### src/rtl/led_timing_pkg.sv
// Shared constants for the LED timing generator: default divider ratios,
// the default frame period and the smallest frame period the counter allows.
package led_timing_pkg;

  localparam int unsigned DEF_SEG_DIV           = 4;
  localparam int unsigned DEF_SEGS_PER_BIT      = 4;
  localparam int unsigned DEF_BITS_PER_LED      = 24;
  localparam int unsigned DEF_FRAME_W           = 20;
  localparam int unsigned DEF_FRAME_PERIOD_INIT = 200000;

  // A frame period of 0 or 1 would make the counter wrap degenerate.
  localparam int unsigned MIN_PERIOD = 2;

  // Width of an index that counts 0..n-1, never narrower than one bit.
  function automatic int unsigned index_width(input int unsigned n);
    return (n > 1) ? $clog2(n) : 1;
  endfunction

endpackage

### src/rtl/led_timing_generator_divider.sv
// tick_divider: generic modulo-N counter used for each stage of the
// segment / bit / LED cascade. It advances only when 'advance' is high
// and wraps from N-1 back to 0; restart forces it back to 0.
module tick_divider
  import led_timing_pkg::*;
#(
  parameter int unsigned N = 4,
  parameter int unsigned W = index_width(N)
) (
  input  logic         clock,
  input  logic         reset,
  input  logic         restart,
  input  logic         advance,
  output logic [W-1:0] index
);

  logic last;

  assign last = (index == W'(N - 1));

  // Modulo-N count, held whenever the stage is not advanced.
  always_ff @(posedge clock) begin
    if (reset) begin
      index <= '0;
    end else if (restart) begin
      index <= '0;
    end else if (advance) begin
      index <= last ? '0 : index + W'(1);
    end
  end

endmodule

### src/rtl/led_timing_generator.sv
// led_timing_generator: divides the system clock into one-cycle enable
// strobes (segment, bit, LED word, frame) for the LED serial output path.
// Optional macro LED_TIMING_SQUARE_EN adds legacy square-wave outputs
// seg_clock, bit_clock, led_clock and framerate that toggle on each tick.
module led_timing_generator
  import led_timing_pkg::*;
#(
  parameter int unsigned SEG_DIV           = DEF_SEG_DIV,
  parameter int unsigned SEGS_PER_BIT      = DEF_SEGS_PER_BIT,
  parameter int unsigned BITS_PER_LED      = DEF_BITS_PER_LED,
  parameter int unsigned FRAME_W           = DEF_FRAME_W,
  parameter int unsigned FRAME_PERIOD_INIT = DEF_FRAME_PERIOD_INIT
) (
  input  logic                                   clock_12mhz,
  input  logic                                   reset,
  input  logic                                   enable,
  input  logic                                   restart,
  input  logic [FRAME_W-1:0]                     frame_period_in,
  input  logic                                   frame_period_load,
  output logic                                   seg_tick,
  output logic                                   bit_tick,
  output logic                                   led_tick,
  output logic                                   frame_tick,
  output logic [index_width(SEGS_PER_BIT)-1:0]   seg_index,
  output logic [index_width(BITS_PER_LED)-1:0]   bit_index,
  output logic [FRAME_W-1:0]                     frame_period,
  output logic                                   load_pending
`ifdef LED_TIMING_SQUARE_EN
  ,
  output logic                                   seg_clock,
  output logic                                   bit_clock,
  output logic                                   led_clock,
  output logic                                   framerate
`endif
);

  localparam int unsigned SEG_CNT_W = index_width(SEG_DIV);
  localparam int unsigned SEG_IDX_W = index_width(SEGS_PER_BIT);
  localparam int unsigned BIT_IDX_W = index_width(BITS_PER_LED);

  logic [SEG_CNT_W-1:0] seg_count;
  logic                 seg_last;
  logic                 seg_index_last;
  logic                 bit_index_last;
  logic                 seg_wrap;
  logic                 bit_wrap;
  logic                 led_wrap;

  logic [FRAME_W-1:0]   frame_count;
  logic [FRAME_W-1:0]   shadow;
  logic [FRAME_W-1:0]   staged;
  logic [FRAME_W-1:0]   shadow_next;
  logic                 frame_last;
  logic                 frame_wrap;

  // Each stage only moves when the stage below it wraps, so a higher-stage
  // wrap is always coincident with the lower-stage wrap that completes it.
  assign seg_last       = (seg_count == SEG_CNT_W'(SEG_DIV - 1));
  assign seg_index_last = (seg_index == SEG_IDX_W'(SEGS_PER_BIT - 1));
  assign bit_index_last = (bit_index == BIT_IDX_W'(BITS_PER_LED - 1));

  assign seg_wrap = enable & seg_last;
  assign bit_wrap = seg_wrap & seg_index_last;
  assign led_wrap = bit_wrap & bit_index_last;

  tick_divider #(.N(SEG_DIV), .W(SEG_CNT_W)) u_seg_stage (
    .clock   (clock_12mhz),
    .reset   (reset),
    .restart (restart),
    .advance (enable),
    .index   (seg_count)
  );

  tick_divider #(.N(SEGS_PER_BIT), .W(SEG_IDX_W)) u_bit_stage (
    .clock   (clock_12mhz),
    .reset   (reset),
    .restart (restart),
    .advance (seg_wrap),
    .index   (seg_index)
  );

  tick_divider #(.N(BITS_PER_LED), .W(BIT_IDX_W)) u_led_stage (
    .clock   (clock_12mhz),
    .reset   (reset),
    .restart (restart),
    .advance (bit_wrap),
    .index   (bit_index)
  );

  // Cascade strobes are registered copies of the stage wraps; enable low
  // makes every wrap 0, so the ticks drop for the whole hold.
  always_ff @(posedge clock_12mhz) begin
    if (reset || restart) begin
      seg_tick <= 1'b0;
      bit_tick <= 1'b0;
      led_tick <= 1'b0;
    end else begin
      seg_tick <= seg_wrap;
      bit_tick <= bit_wrap;
      led_tick <= led_wrap;
    end
  end

  // Loaded periods below the minimum are clamped before they are staged.
  assign staged      = (frame_period_in < FRAME_W'(MIN_PERIOD)) ? FRAME_W'(MIN_PERIOD)
                                                                : frame_period_in;
  assign shadow_next = frame_period_load ? staged : shadow;

  // The >= compare keeps the counter bounded even if it ever sat above the period.
  assign frame_last = (frame_count >= (frame_period - FRAME_W'(1)));
  assign frame_wrap = enable & frame_last;

  // Frame counter with shadowed period: the shadow only takes effect at a
  // wrap (so no runt frames) or immediately on restart. A load in the wrap
  // cycle stays pending because the wrap applies the previous shadow value.
  always_ff @(posedge clock_12mhz) begin
    if (reset) begin
      frame_count  <= '0;
      frame_tick   <= 1'b0;
      frame_period <= FRAME_W'(FRAME_PERIOD_INIT);
      shadow       <= FRAME_W'(FRAME_PERIOD_INIT);
      load_pending <= 1'b0;
    end else if (restart) begin
      frame_count  <= '0;
      frame_tick   <= 1'b0;
      frame_period <= shadow_next;
      shadow       <= shadow_next;
      load_pending <= 1'b0;
    end else begin
      shadow     <= shadow_next;
      frame_tick <= frame_wrap;
      if (frame_wrap) begin
        frame_count  <= '0;
        frame_period <= shadow;
      end else if (enable) begin
        frame_count <= frame_count + FRAME_W'(1);
      end
      if (frame_period_load) begin
        load_pending <= 1'b1;
      end else if (frame_wrap) begin
        load_pending <= 1'b0;
      end
    end
  end

`ifdef LED_TIMING_SQUARE_EN
  // Legacy clock-style outputs: each one flips on the edge its tick is raised.
  always_ff @(posedge clock_12mhz) begin
    if (reset || restart) begin
      seg_clock <= 1'b0;
      bit_clock <= 1'b0;
      led_clock <= 1'b0;
      framerate <= 1'b0;
    end else begin
      if (seg_wrap)   seg_clock <= ~seg_clock;
      if (bit_wrap)   bit_clock <= ~bit_clock;
      if (led_wrap)   led_clock <= ~led_clock;
      if (frame_wrap) framerate <= ~framerate;
    end
  end
`endif

endmodule

### config.mk
export PLATFORM = sky130hd
export DESIGN_NAME = led_timing_generator
export DESIGN_NICKNAME = d
export VERILOG_FILES = /design/src/rtl/led_timing_pkg.sv /design/src/rtl/led_timing_generator_divider.sv /design/src/rtl/led_timing_generator.sv
export SDC_FILE = /design/constraint.sdc
export NUM_CORES = 1
export LEC_CHECK = 0
export BUFFER_PORTS_ARGS = -buffer_cell sky130_fd_sc_hd__buf_4
export CAP_MARGIN = 20
export CORE_ASPECT_RATIO = 1.2
export CORE_UTILIZATION = 51
export CTS_BUF_LIST = sky130_fd_sc_hd__clkbuf_4 sky130_fd_sc_hd__clkbuf_8 sky130_fd_sc_hd__clkbuf_16
export DETAILED_ROUTE_END_ITERATION = 7
export PLACE_DENSITY = 0.73
export SYNTH_ARGS = -nofsm -noshare
export SYNTH_HDL_FRONTEND = slang
export SYNTH_SLANG_ARGS = --single-unit
### constraint.sdc
create_clock -name clock_12mhz -period 3 [get_ports clock_12mhz]
set_input_delay 0.6 -clock clock_12mhz [delete_from_list [all_inputs] [get_ports clock_12mhz]]
set_output_delay 0.6 -clock clock_12mhz [all_outputs]
set_load 0.005 [all_outputs]
==> insert_results.sql <==
INSERT INTO impl_metrics (metric_group, metric, value, unit) VALUES
('status', 'status', 'finished, violations left', ''),
('status', 'violations', 'negative setup slack', ''),
('pwr', 'design_power_total', '2190', 'uW'),
('flow_run', 'max_cap_viol_count', '0', ''),
('detailed_routing', 'drcViolationCount', '0', ''),
('setup_path', 'maximum_fanout_count_along_the_critical_path', '9', ''),
('timing', 'report.final.setup_viol', '41', ''),
('min_path', 'hold_path.class', 'reg2reg', ''),
('detailed_routing', 'detail_route.wl_per_cell', '14.4', 'um'),
('logic_synthesis', 'syn-instance-count', '436', ''),
('final_layout', 'n_antenna_cell', '0', ''),
('clock_network', 'cts_hold_buf', '0', ''),
('clock_network', 'cts-root-buf', 'sky130_fd_sc_hd__clkbuf_8', ''),
('logic_synthesis', 'library_cells_used_by_synthesis', '44', ''),
('setup_path', 'timing.critical_path.from_type', 'flip-flop', ''),
('global_route', 'track_usage', '23.0', '%'),
('timing', 'finalCritPeriodShare', '108', '%'),
('detailed_routing', 'finalWirelength', '8.74', 'mm'),
('pwr', 'powerDensity', '453', 'mW/mm^2'),
('timing', 'post-route-min-period', '3.24', 'ns'),
('timing', 'rsz0062_at_grt', 'yes', ''),
('logic_synthesis', 'synth-seq-area-share', '39.2', '%'),
('clock_network', 'clock_tree.buffer_depth', '2', ''),
('timing', 'worst-slew-pin-transition', '0.462', 'ns'),
('pwr', 'leakage', '0.00204', 'uW'),
('die', 'fp-row-count', '34', ''),
('setup_path', 'worstSetupEndpointType', 'flip-flop', ''),
('timing', 'timing.final.ws_setup', '-0.238', 'ns'),
('setup_path', 'critical_path_class', 'reg2reg', ''),
('die', 'die_height', '96.3', 'um'),
('final_layout', 'post_layout_nonfiller_instances', '606', ''),
('detailed_routing', 'drt_pre_antenna_iters', '4', ''),
('final_layout', 'drive_above_1_share', '26.0', '%'),
('logic_synthesis', 'postSynth.asyncResetShare', '0', '%'),
('global_route', 'largest_net_degree_at_the_start_of_global_routing', '45', ''),
('placed_design', 'place_ws', '-0.271', 'ns'),
('die', 'pin_count', '57', ''),
('final_layout', 'fin_nets', '561', ''),
('placed_design', 'placed_area', '0.00442', 'mm^2'),
('detailed_routing', 'antenna_left', '0', ''),
('clock_network', 'numCtsBuffers', '9', ''),
('timing', 'finalMaxSlewViolations', '0', ''),
('clock_network', 'clock_tree_from_tritoncts', 'yes', ''),
('detailed_routing', 'post_drt_via_cell_ratio', '5.49', ''),
('clock_network', 'ctsHtreeMaxLevel', '3', ''),
('clock_network', 'cts_num_sinks', '74', ''),
('die', 'initial_core_util', '52.6', '%'),
('final_layout', 'areaGrowthSynthToFinish', '27.9', '%'),
('die', 'die_w', '80.6', 'um'),
('detailed_routing', 'via_count', '3329', ''),
('placed_design', 'place.detailed.instances', '584', ''),
('logic_synthesis', 'syn-num-nets', '486', ''),
('placed_design', 'detailed_place_hpwl', '6.35', 'mm'),
('logic_synthesis', 'synth-seq-cells', '74', ''),
('die', 'dieArea', '0.00776', 'mm^2'),
('setup_path', 'setup.reg_to_reg.worst_slack', '-0.24', 'ns'),
('detailed_routing', 'drt_iter0_drc', '107', ''),
('final_layout', 'mostFrequentLayoutCell', 'sky130_fd_sc_hd__buf_4', ''),
('setup_path', 'timing.critical_path.required', '3.26', 'ns'),
('logic_synthesis', 'synth_area', '0.00378', 'mm^2'),
('global_route', 'number_of_antenna_violations_at_the_first_check_in_global_routing', '0', ''),
('placed_design', 'io_buffer_count', '56', ''),
('timing', 'worst_slew_margin_rel', '68.9', '%'),
('placed_design', 'gpl.final_weighted_congestion', '0.831', ''),
('setup_path', 'cp.arrival', '3.50', 'ns'),
('timing', 'report.final.hold_viol_count', '0', ''),
('logic_synthesis', 'synth_enable_flop_cells', '0', ''),
('pwr', 'vdd_drop_max', '0.361', 'mV'),
('global_route', 'first_global_vias', '2999', ''),
('global_route', 'grt_pass1_wl', '13.8', 'mm'),
('logic_synthesis', 'synthesis.yosys.warnings', '0', ''),
('timing', 'fmax', '309', 'MHz'),
('timing', 'final.setup_skew', '0.00812', 'ns'),
('clock_network', 'worstSkewPairLatency', '0.35', 'ns'),
('logic_synthesis', 'ys.flop_type', 'sky130_fd_sc_hd__dfxtp_1', ''),
('final_layout', 'final.fill_count', '585', ''),
('clock_network', 'clk_pin_slew_worst_paths', '0.09', 'ns'),
('logic_synthesis', 'syn_avg_cell_area', '8.67', 'um^2'),
('final_layout', 'commonest_non_fill_non_tap_cells_in_the_layout', '77 x sky130_fd_sc_hd__buf_4, 73 x sky130_fd_sc_hd__dfxtp_1, 71 x sky130_fd_sc_hd__nor2_1', ''),
('final_layout', 'post-route-cell-area', '0.00483', 'mm^2'),
('die', 'core_region_area', '0.00719', 'mm^2'),
('global_route', 'overflow_after_grt', '0', '');
metal layers:
| layer | GRT usage [%] | vias to the layer above | share of wire, % |
|---|---|---|---|
| li1 | - | 1694 | - |
| met1 | 28.9 | 1564 | 44 |
| met2 | 38.6 | 56 | 50 |
| met3 | 4.64 | 15 | 3.4 |
| met4 | 8.48 | 0 | 1.8 |
| met5 | 0 | - | 0 |
registers in the layout, indices dropped and copies added (netlist names):
signal / flops
seg_tick: 1
frame_count: 20
u_led_stage.index: 5
led_tick: 1
shadow: 20
frame_tick: 1
frame_period: 20
u_bit_stage.index: 2
u_seg_stage.index: 2
bit_tick: 1
load_pending: 1
through the flow:
step / hold WS (ns) / TNS [ns] / utilization (%)
2_1_floorplan: 0.440 / -0.000405 / -
3_3_place_gp: 0.449 / -3.75 / 61.5
3_5_place_dp: 0.455 / -7.18 / 61.5
4_1_cts: 0.475 / -5.82 / 65.7
5_1_grt: 0.487 / -13.52 / 67.2
6_report: 0.476 / -5.54 / 67.2
cell usage after synthesis (2+ instances only):
cell	count	share of area, %
sky130_fd_sc_hd__a211oi_1	8	1.6
sky130_fd_sc_hd__nand3_1	17	2.3
sky130_fd_sc_hd__nor4_1	6	0.99
sky130_fd_sc_hd__a21oi_1	22	2.9
sky130_fd_sc_hd__and2_1	6	0.99
sky130_fd_sc_hd__nand4_1	11	1.8
sky130_fd_sc_hd__ha_1	25	8.3
sky130_fd_sc_hd__buf_2	6	0.79
sky130_fd_sc_hd__xnor2_1	18	4.2
sky130_fd_sc_hd__nor2_1	74	7.4
sky130_fd_sc_hd__nand2_1	27	2.7
sky130_fd_sc_hd__nor4_4	2	1.1
sky130_fd_sc_hd__o21ai_0	9	1.2
sky130_fd_sc_hd__nor3b_1	2	0.40
sky130_fd_sc_hd__mux2i_1	18	4.8
sky130_fd_sc_hd__a211o_1	5	1.2
sky130_fd_sc_hd__or4_1	2	0.40
sky130_fd_sc_hd__and4_1	2	0.46
sky130_fd_sc_hd__and3_1	8	1.3
sky130_fd_sc_hd__clkbuf_1	15	1.5
sky130_fd_sc_hd__xor2_1	20	4.6
sky130_fd_sc_hd__dfxtp_1	74	39
sky130_fd_sc_hd__or2_2	2	0.33
sky130_fd_sc_hd__nor3_1	19	2.5
sky130_fd_sc_hd__o31ai_1	5	0.99
sky130_fd_sc_hd__nand2b_1	2	0.33
sky130_fd_sc_hd__inv_1	9	0.89
sky130_fd_sc_hd__a311oi_1	6	1.4
cells by family (layout without fill, tap and decap cells):
logic type	count (synthesis)	after routing	synth area share, %
compound gates	65	65	11.3
mux	19	19	5.07
buf+inv	31	111	3.28
simple gates	184	184	24.0
xor+xnor	38	38	8.81
flops	74	74	39.2
fa+ha+maj	25	25	8.28
power by group:
part	internal (uW)	total (uW)	switching [uW]
logic	157	318	161
registers	1020	1050	31.1
clock network	416	821	406
total	1590	2190	598
path summary, 6_finish.rpt:
path / start / end / cells past startpoint
max: frame_period[5]$_SDFFE_PP0P_ / frame_period[5]$_SDFFE_PP0P_ / 13
max reg2reg: frame_period[5]$_SDFFE_PP0P_ / frame_period[5]$_SDFFE_PP0P_ / 13
min: shadow[16]$_SDFF_PP1_ / shadow[16]$_SDFF_PP1_ / 1
min reg2reg: shadow[16]$_SDFF_PP1_ / shadow[16]$_SDFF_PP1_ / 1
layout make-up:
class	instances	area, um^2	area share [%]
clock buffer	10	138	2.85
timing repair buffer	86	702	14.5
multi-input combinational	331	2290	47.4
sequential	74	1480	30.7
tap	90	113	2.33
clock inverter	6	72.6	1.50
inverter	9	33.8	0.699
critical path: stages (launching register included):
cell and delay [ns]:
sky130_fd_sc_hd__dfxtp_2 0.32, sky130_fd_sc_hd__or4_4 0.55, sky130_fd_sc_hd__nor4_4 0.26, sky130_fd_sc_hd__nand2_2 0.15
sky130_fd_sc_hd__buf_6 0.14, sky130_fd_sc_hd__xor2_1 0.13, sky130_fd_sc_hd__ha_1 0.29, sky130_fd_sc_hd__nand4_1 0.17
sky130_fd_sc_hd__nor3_2 0.23, sky130_fd_sc_hd__o21ai_2 0.08, sky130_fd_sc_hd__o211ai_1 0.30, sky130_fd_sc_hd__buf_4 0.23
sky130_fd_sc_hd__nor2_1 0.06, sky130_fd_sc_hd__a311oi_2 0.23
timing repair:
| action | in CTS | in global routing |
|---|---|---|
| endpoints found under the setup margin | 42 | 42 |
| buffers inserted | 4 | 0 |
| gates resized for setup | 16 | 20 |
| cloned | 1 | 1 |
| pin swaps | 5 | 0 |
Note: power is estimated with default switching activity, not from simulation.
